File: config.mk
export PLATFORM = sky130hd
export DESIGN_NAME = i2c_synth_target
export DESIGN_NICKNAME = d
export VERILOG_FILES = /design/src/rtl/synth_i2c_pkg.sv /design/src/rtl/i2c_line_sync.sv /design/src/rtl/i2c_synth_target.sv
export SDC_FILE = /design/constraint.sdc
export NUM_CORES = 1
export LEC_CHECK = 0
export ABC_AREA = 1
export CORE_MARGIN = 2
export CORE_UTILIZATION = 44
export DETAILED_ROUTE_END_ITERATION = 8
export SETUP_SLACK_MARGIN = 0.4
export SLEW_MARGIN = 20
export SYNTH_ARGS = -nofsm -noshare
export SYNTH_HDL_FRONTEND = slang
export SYNTH_HIERARCHICAL = 1
export SYNTH_SLANG_ARGS = --single-unit
File: constraint.sdc
create_clock -name clk -period 6 [get_ports clk]
set_clock_uncertainty 0.1 [all_clocks]
set_input_delay 0.9 -clock clk [delete_from_list [all_inputs] [get_ports clk]]
set_output_delay 0.9 -clock clk [all_outputs]
set_load 0.05 [all_outputs]
File: src/rtl/synth_i2c_pkg.sv
// Shared types and constants for the I2C synth-control target.
package synth_i2c_pkg;

    typedef enum logic [3:0] {
        StIdle,
        StAddr,
        StAddrAck,
        StReg,
        StRegAck,
        StWr,
        StWrAck,
        StRd,
        StRdAck
    } i2c_state_e;

    localparam logic [2:0] REG_MASTER_VOL = 3'd0;
    localparam logic [2:0] REG_REVERB     = 3'd1;
    localparam logic [2:0] REG_VIBRATO    = 3'd2;
    localparam logic [2:0] REG_KEYCODE    = 3'd3;
    localparam logic [2:0] REG_GP0        = 3'd4;
    localparam logic [2:0] REG_GP1        = 3'd5;
    localparam logic [2:0] REG_GP2        = 3'd6;
    localparam logic [2:0] REG_GP3        = 3'd7;

    localparam logic [6:0] DEFAULT_TARGET_ADDR = 7'h2A;
    localparam logic [3:0] BITS_PER_BYTE       = 4'd8;

endpackage

File: src/rtl/i2c_line_sync.sv
// Two-flop synchronisers for SCL/SDA plus SCL edge and START/STOP detection.
module i2c_line_sync (
    input  logic clk_i,
    input  logic reset_i,
    input  logic scl_i,
    input  logic sda_i,
    output logic sda_o,
    output logic scl_rise_o,
    output logic scl_fall_o,
    output logic start_o,
    output logic stop_o
);

    logic scl_meta_q, scl_sync_q, scl_prev_q;
    logic sda_meta_q, sda_sync_q, sda_prev_q;
    logic scl_meta_d, scl_sync_d, scl_prev_d;
    logic sda_meta_d, sda_sync_d, sda_prev_d;

    always_comb begin
        scl_meta_d = scl_i;
        scl_sync_d = scl_meta_q;
        scl_prev_d = scl_sync_q;
        sda_meta_d = sda_i;
        sda_sync_d = sda_meta_q;
        sda_prev_d = sda_sync_q;
    end

    // Idle bus level is high, so everything resets to 1 to avoid false edges.
    always_ff @(posedge clk_i) begin
        if (reset_i) begin
            scl_meta_q <= 1'b1;
            scl_sync_q <= 1'b1;
            scl_prev_q <= 1'b1;
            sda_meta_q <= 1'b1;
            sda_sync_q <= 1'b1;
            sda_prev_q <= 1'b1;
        end else begin
            scl_meta_q <= scl_meta_d;
            scl_sync_q <= scl_sync_d;
            scl_prev_q <= scl_prev_d;
            sda_meta_q <= sda_meta_d;
            sda_sync_q <= sda_sync_d;
            sda_prev_q <= sda_prev_d;
        end
    end

    assign sda_o      = sda_sync_q;
    assign scl_rise_o = scl_sync_q & ~scl_prev_q;
    assign scl_fall_o = ~scl_sync_q & scl_prev_q;
    assign start_o    = scl_sync_q & scl_prev_q & sda_prev_q & ~sda_sync_q;
    assign stop_o     = scl_sync_q & scl_prev_q & ~sda_prev_q & sda_sync_q;

endmodule

File: src/rtl/i2c_synth_target.sv
// I2C target exposing an 8-entry register file with an auto-incrementing pointer.
module i2c_synth_target
    import synth_i2c_pkg::*;
#(
    parameter logic [6:0] TARGET_ADDR    = DEFAULT_TARGET_ADDR,
    parameter logic [7:0] MASTER_VOL_RST = 8'h80
) (
    input  logic       clk,
    input  logic       reset,
    input  logic       scl_in,
    input  logic       sda_in,
    output logic       sda_oe,
    input  logic [7:0] keycode,
    output logic [7:0] master_vol,
    output logic [7:0] reverb,
    output logic [7:0] vibrato,
    output logic       wr_strobe,
    output logic [2:0] wr_addr,
    output logic       busy
);

    logic sda_s, scl_rise, scl_fall, start_det, stop_det;

    i2c_line_sync u_line_sync (
        .clk_i      (clk),
        .reset_i    (reset),
        .scl_i      (scl_in),
        .sda_i      (sda_in),
        .sda_o      (sda_s),
        .scl_rise_o (scl_rise),
        .scl_fall_o (scl_fall),
        .start_o    (start_det),
        .stop_o     (stop_det)
    );

    i2c_state_e      state_q, state_d;
    logic [3:0]      cnt_q, cnt_d;
    logic [7:0]      shift_q, shift_d;
    logic [2:0]      ptr_q, ptr_d;
    logic            rw_q, rw_d;
    logic            ack_q, ack_d;
    logic            sda_oe_q, sda_oe_d;
    logic            busy_q, busy_d;
    logic            wr_strobe_q, wr_strobe_d;
    logic [2:0]      wr_addr_q, wr_addr_d;
    logic [7:0][7:0] regs_q, regs_d;

    logic [2:0] ptr_inc;
    logic [7:0] rd_cur, rd_next;

    assign ptr_inc = ptr_q + 3'd1;
    assign rd_cur  = (ptr_q == REG_KEYCODE) ? keycode : regs_q[ptr_q];
    assign rd_next = (ptr_inc == REG_KEYCODE) ? keycode : regs_q[ptr_inc];

    always_comb begin
        state_d     = state_q;
        cnt_d       = cnt_q;
        shift_d     = shift_q;
        ptr_d       = ptr_q;
        rw_d        = rw_q;
        ack_d       = ack_q;
        sda_oe_d    = sda_oe_q;
        busy_d      = busy_q;
        wr_strobe_d = 1'b0;
        wr_addr_d   = wr_addr_q;
        regs_d      = regs_q;

        // Bus conditions win over any SCL edge seen in the same cycle.
        if (stop_det) begin
            state_d  = StIdle;
            sda_oe_d = 1'b0;
            busy_d   = 1'b0;
        end else if (start_det) begin
            state_d  = StAddr;
            cnt_d    = 4'd0;
            sda_oe_d = 1'b0;
        end else begin
            unique case (state_q)
                StIdle: begin
                    sda_oe_d = 1'b0;
                end
                StAddr, StReg, StWr: begin
                    if (scl_rise && cnt_q < BITS_PER_BYTE) begin
                        shift_d = {shift_q[6:0], sda_s};
                        cnt_d   = cnt_q + 4'd1;
                    end else if (scl_fall && cnt_q == BITS_PER_BYTE) begin
                        cnt_d = 4'd0;
                        if (state_q == StAddr) begin
                            if (shift_q[7:1] == TARGET_ADDR) begin
                                state_d  = StAddrAck;
                                sda_oe_d = 1'b1;
                                busy_d   = 1'b1;
                                rw_d     = shift_q[0];
                            end else begin
                                state_d = StIdle;
                                busy_d  = 1'b0;
                            end
                        end else if (state_q == StReg) begin
                            state_d  = StRegAck;
                            sda_oe_d = 1'b1;
                            ptr_d    = shift_q[2:0];
                        end else begin
                            state_d  = StWrAck;
                            sda_oe_d = 1'b1;
                        end
                    end
                end
                StAddrAck: begin
                    if (scl_fall) begin
                        cnt_d = 4'd0;
                        if (rw_q) begin
                            state_d  = StRd;
                            shift_d  = rd_cur;
                            sda_oe_d = ~rd_cur[7];
                        end else begin
                            state_d  = StReg;
                            sda_oe_d = 1'b0;
                        end
                    end
                end
                StRegAck: begin
                    if (scl_fall) begin
                        state_d  = StWr;
                        cnt_d    = 4'd0;
                        sda_oe_d = 1'b0;
                    end
                end
                StWrAck: begin
                    if (scl_fall) begin
                        state_d     = StWr;
                        cnt_d       = 4'd0;
                        sda_oe_d    = 1'b0;
                        wr_strobe_d = 1'b1;
                        wr_addr_d   = ptr_q;
                        ptr_d       = ptr_inc;
                        if (ptr_q != REG_KEYCODE) begin
                            regs_d[ptr_q] = shift_q;
                        end
                    end
                end
                StRd: begin
                    if (scl_rise && cnt_q < BITS_PER_BYTE) begin
                        cnt_d = cnt_q + 4'd1;
                    end else if (scl_fall && cnt_q == BITS_PER_BYTE) begin
                        state_d  = StRdAck;
                        sda_oe_d = 1'b0;
                    end else if (scl_fall && cnt_q != 4'd0) begin
                        shift_d  = {shift_q[6:0], 1'b0};
                        sda_oe_d = ~shift_q[6];
                    end
                end
                StRdAck: begin
                    if (scl_rise) begin
                        ack_d = ~sda_s;
                    end else if (scl_fall) begin
                        cnt_d = 4'd0;
                        if (ack_q) begin
                            state_d  = StRd;
                            ptr_d    = ptr_inc;
                            shift_d  = rd_next;
                            sda_oe_d = ~rd_next[7];
                        end else begin
                            state_d  = StIdle;
                            sda_oe_d = 1'b0;
                            busy_d   = 1'b0;
                        end
                    end
                end
                default: begin
                    state_d  = StIdle;
                    sda_oe_d = 1'b0;
                    busy_d   = 1'b0;
                end
            endcase
        end
    end

    always_ff @(posedge clk) begin
        if (reset) begin
            state_q                 <= StIdle;
            cnt_q                   <= 4'd0;
            shift_q                 <= 8'h00;
            ptr_q                   <= 3'd0;
            rw_q                    <= 1'b0;
            ack_q                   <= 1'b0;
            sda_oe_q                <= 1'b0;
            busy_q                  <= 1'b0;
            wr_strobe_q             <= 1'b0;
            wr_addr_q               <= 3'd0;
            regs_q                  <= '0;
            regs_q[REG_MASTER_VOL]  <= MASTER_VOL_RST;
        end else begin
            state_q     <= state_d;
            cnt_q       <= cnt_d;
            shift_q     <= shift_d;
            ptr_q       <= ptr_d;
            rw_q        <= rw_d;
            ack_q       <= ack_d;
            sda_oe_q    <= sda_oe_d;
            busy_q      <= busy_d;
            wr_strobe_q <= wr_strobe_d;
            wr_addr_q   <= wr_addr_d;
            regs_q      <= regs_d;
        end
    end

    assign sda_oe     = sda_oe_q;
    assign busy       = busy_q;
    assign wr_strobe  = wr_strobe_q;
    assign wr_addr    = wr_addr_q;
    assign master_vol = regs_q[REG_MASTER_VOL];
    assign reverb     = regs_q[REG_REVERB];
    assign vibrato    = regs_q[REG_VIBRATO];

endmodule

==> flow_summary.toml <==
[setup_path]
cp_max_fo = 78
reg2reg_depth = 12
crit_end = "shift_q[1]"
cpMostUsedCell = "nand2_1"
max_stage_delay_ns = 0.73
r2r_slack_ns = 2.43
endpoint_kind = "flop"
crit_path_start_kind = "flop"
arrival_ns = 3.67
crit_path_start = "ptr_q[0]"
reg2reg_from = "ptr_q[0]"
crit_chain = "buf_4 > clkinv_1 > ha_1 > clkinv_1 > nand3_1 > nand2_1 > nand2_1 > nand3_1 > nand2_1 > nand3_1 > nand2_1 > a21oi_1"
crit_required_ns = 6.11
cpMaxStageDelayCell = "ha_1"
r2r-end = "shift_q[1]"
crit_type = "flop to flop"

[drt]
drcViolationCount = 0
wl_um = 18600
drt_iter0_drc = 624
vias = 5998
viasPerCell = 5.51
antenna_left = 0
dr.pass1.iters = 5
wl_per_cell_um = 17.1

[place]
numPortBuffers = 41
gp_congestion = 0.952
dp_hpwl_um = 13400
place_area_um2 = 6110

[cts]
clk_pin_slew_ns = 0.07
cts_buffer_depth = 2
h-tree-depth = 3
cts.sink_count = 97
cts_root_buffer = "clkbuf_16"
holdBufCountCts = 0
post_cts_buffers = 0
cts_tree = "built"
clk_latency_ns = 0.35
cts-resized-gates = 0
cts_buffers = 9

[grt]
gr-usage-all-layers_pct = 26.9
first_global_vias = 5433
grt_max_degree = 79
overflow = 0
antenna_found_initial = 0
grt_first_pass_wirelength_um = 29800

[timing]
setup_viol = 0
period_minus_slack_ns = 3.57
slew_headroom_pct = 45.4
finalSetupTns_ns = 0
rsz0062_at_grt = "false"
tightest_slew_ns = 0.816
max_freq_mhz = 280
timing.final.crit_share_pct = 59.4
drv_slew = 0
finalHoldViolCount = 0

[yosys]
ys_top_cells_by_area = "dfxtp_1, nand2_1, o21ai_0"
ys_seq_area_share_pct = 33.3
syn_area_per_cell_um2 = 6.38
synth_cell_types = 40
async_flop_share_pct = 0
synth_top_area_cell = "dfxtp_1"
netlist.area_leader.share_pct = 33.3
synthFlopType = "dfxtp_1"
synth_warnings = 6
synthTopCellsByCount = "nand2_1, dfxtp_1, nor2_1, o21ai_0, a21oi_1"
synth_nets = 932
synthesis.area_um2 = 5830
synth.most_common_cell = "nand2_1"
ys_seq_elements = 97
synth_edf_count = 0
synthCells = 915

[final_layout]
antenna_cells = 0
drive_gt1_share_pct = 5.70
nets = 925
area_delta_synth_final_pct = 10.2
post-route-cell-area_um2 = 6430

[die]
die_w_um = 119
rows = 42
fp.dieArea_um2 = 14200
io-pin-count = 42
dieHeight_um = 119
core_um2 = 13100
initial_core_util_pct = 44.6

[power_and_ir_drop]
p_per_area_nw_per_um2 = 347
leakage_nw = 2.68
vdd_drop_max_v = 0.000215

[worst_hold_path]
hold_class = "flop to flop"

[run]
maxCapViolCount = 0

[outcome]
status = "completed"
[metal layers]
layer / track usage, % / up-vias / wire, um
met5: 0 / - / 0
met2: 40.4 / 254 / 8050
met3: 6.66 / 45 / 1410
met4: 11.2 / 0 / 654
met1: 36.9 / 2755 / 8460
li1: - / 2944 / -
[worst max-delay path, delay by kind of cell (launching register included)]
kind / cells / cell delay [ns]
buf+inv: 3 / 1.45
simple gates: 7 / 0.76
fa+ha+maj: 1 / 0.73
compound gates: 1 / 0.05
flops: 1 / 0.31
[cells in the final DEF (no fill, tap or decap), drive strengths merged, types with 2 or more instances in the layout]
cell / netlist / layout
clkbuf: 20 / 11
or2: 6 / 6
clkdlybuf4s50: 0 / 41
o22ai: 2 / 2
nor3: 11 / 11
a21oi: 89 / 89
nor2: 108 / 108
dfxtp: 97 / 97
o2111ai: 2 / 2
inv: 86 / 85
o211ai: 11 / 11
bufinv: 0 / 2
clkinv: 7 / 11
o21ai: 106 / 106
nand3b: 3 / 3
nand3: 71 / 71
buf: 42 / 3
nand2: 237 / 237
ha: 5 / 5
nand4: 7 / 7
[cells by family after synthesis]
| logic type | after synthesis | synth area share, % |
|---|---|---|
| AO/OA/AOI/OAI | 212 | 18.9 |
| XOR/XNOR | 2 | 0.300 |
| adder cells (fa/ha/maj) | 5 | 1.07 |
| buffers and inverters | 155 | 12.6 |
| flip-flops | 97 | 33.3 |
| AND/OR/NAND/NOR | 444 | 33.9 |
[final cells by class]
| type | count | area (um^2) |
|---|---|---|
| clock buffers | 11 | 243 |
| clock inverters | 5 | 78.8 |
| flip-flops and latches | 97 | 1940 |
| multi-input cells | 663 | 3160 |
| repair buffers | 44 | 433 |
| well taps | 176 | 220 |
| inverters | 93 | 353 |
| fillers | 1367 | 6660 |
[flip-flops by register name, indices dropped and copies added (netlist names)]
name and cells:
shift_q 8, sda_oe 1, ptr_q 3, u_line_sync/sda_prev_q 1, master_vol 8, u_line_sync/sda_meta_q 1
cnt_q 4, wr_strobe 1, reverb 8, u_line_sync/scl_prev_d 1, u_line_sync/scl_meta_q 1, ack_q 1
u_line_sync/sda_o 1, wr_addr 3, vibrato 8, regs_q 40, busy 1, u_line_sync/scl_prev_q 1
state_q 4, rw_q 1
[worst min path at each step]
stage                                 startpoint                endpoint  slack [ns]  cells past startpoint
after floorplan           u_line_sync/scl_meta_q  u_line_sync/scl_prev_d        0.28                      1
after global placement    u_line_sync/sda_meta_q       u_line_sync/sda_o        0.29                      1
after detailed placement  u_line_sync/sda_meta_q       u_line_sync/sda_o        0.29                      1
after CTS                 u_line_sync/sda_meta_q       u_line_sync/sda_o        0.31                      1
after global routing      u_line_sync/sda_meta_q       u_line_sync/sda_o        0.32                      1
final                     u_line_sync/sda_meta_q       u_line_sync/sda_o        0.30                      1
[report_power, final]
part           leakage (nW)  internal [mW]  switching, mW
sequential            0.784          0.684         0.0528
combinational          1.73          0.248          0.608
clock                 0.159          0.377          0.259
[through the flow]
| step | power, mW | hold WS (ns) | instances | worst slack [ns] | util (%) |
|---|---|---|---|---|---|
| after global placement | 1.58 | 0.290 | 1073 | 2.34 | 46.7 |
| after detailed placement | 1.58 | 0.289 | 1073 | 2.39 | 46.7 |
| after floorplan | 1.37 | 0.283 | 915 | 3.69 | - |
| after CTS | 2.22 | 0.306 | 1089 | 2.56 | 49.1 |
| final | 2.23 | 0.302 | 1089 | 2.43 | 49.1 |
| after global routing | 2.37 | 0.316 | 1089 | 2.16 | 49.1 |
No activity file was read; power rests on OpenSTA's default activity.
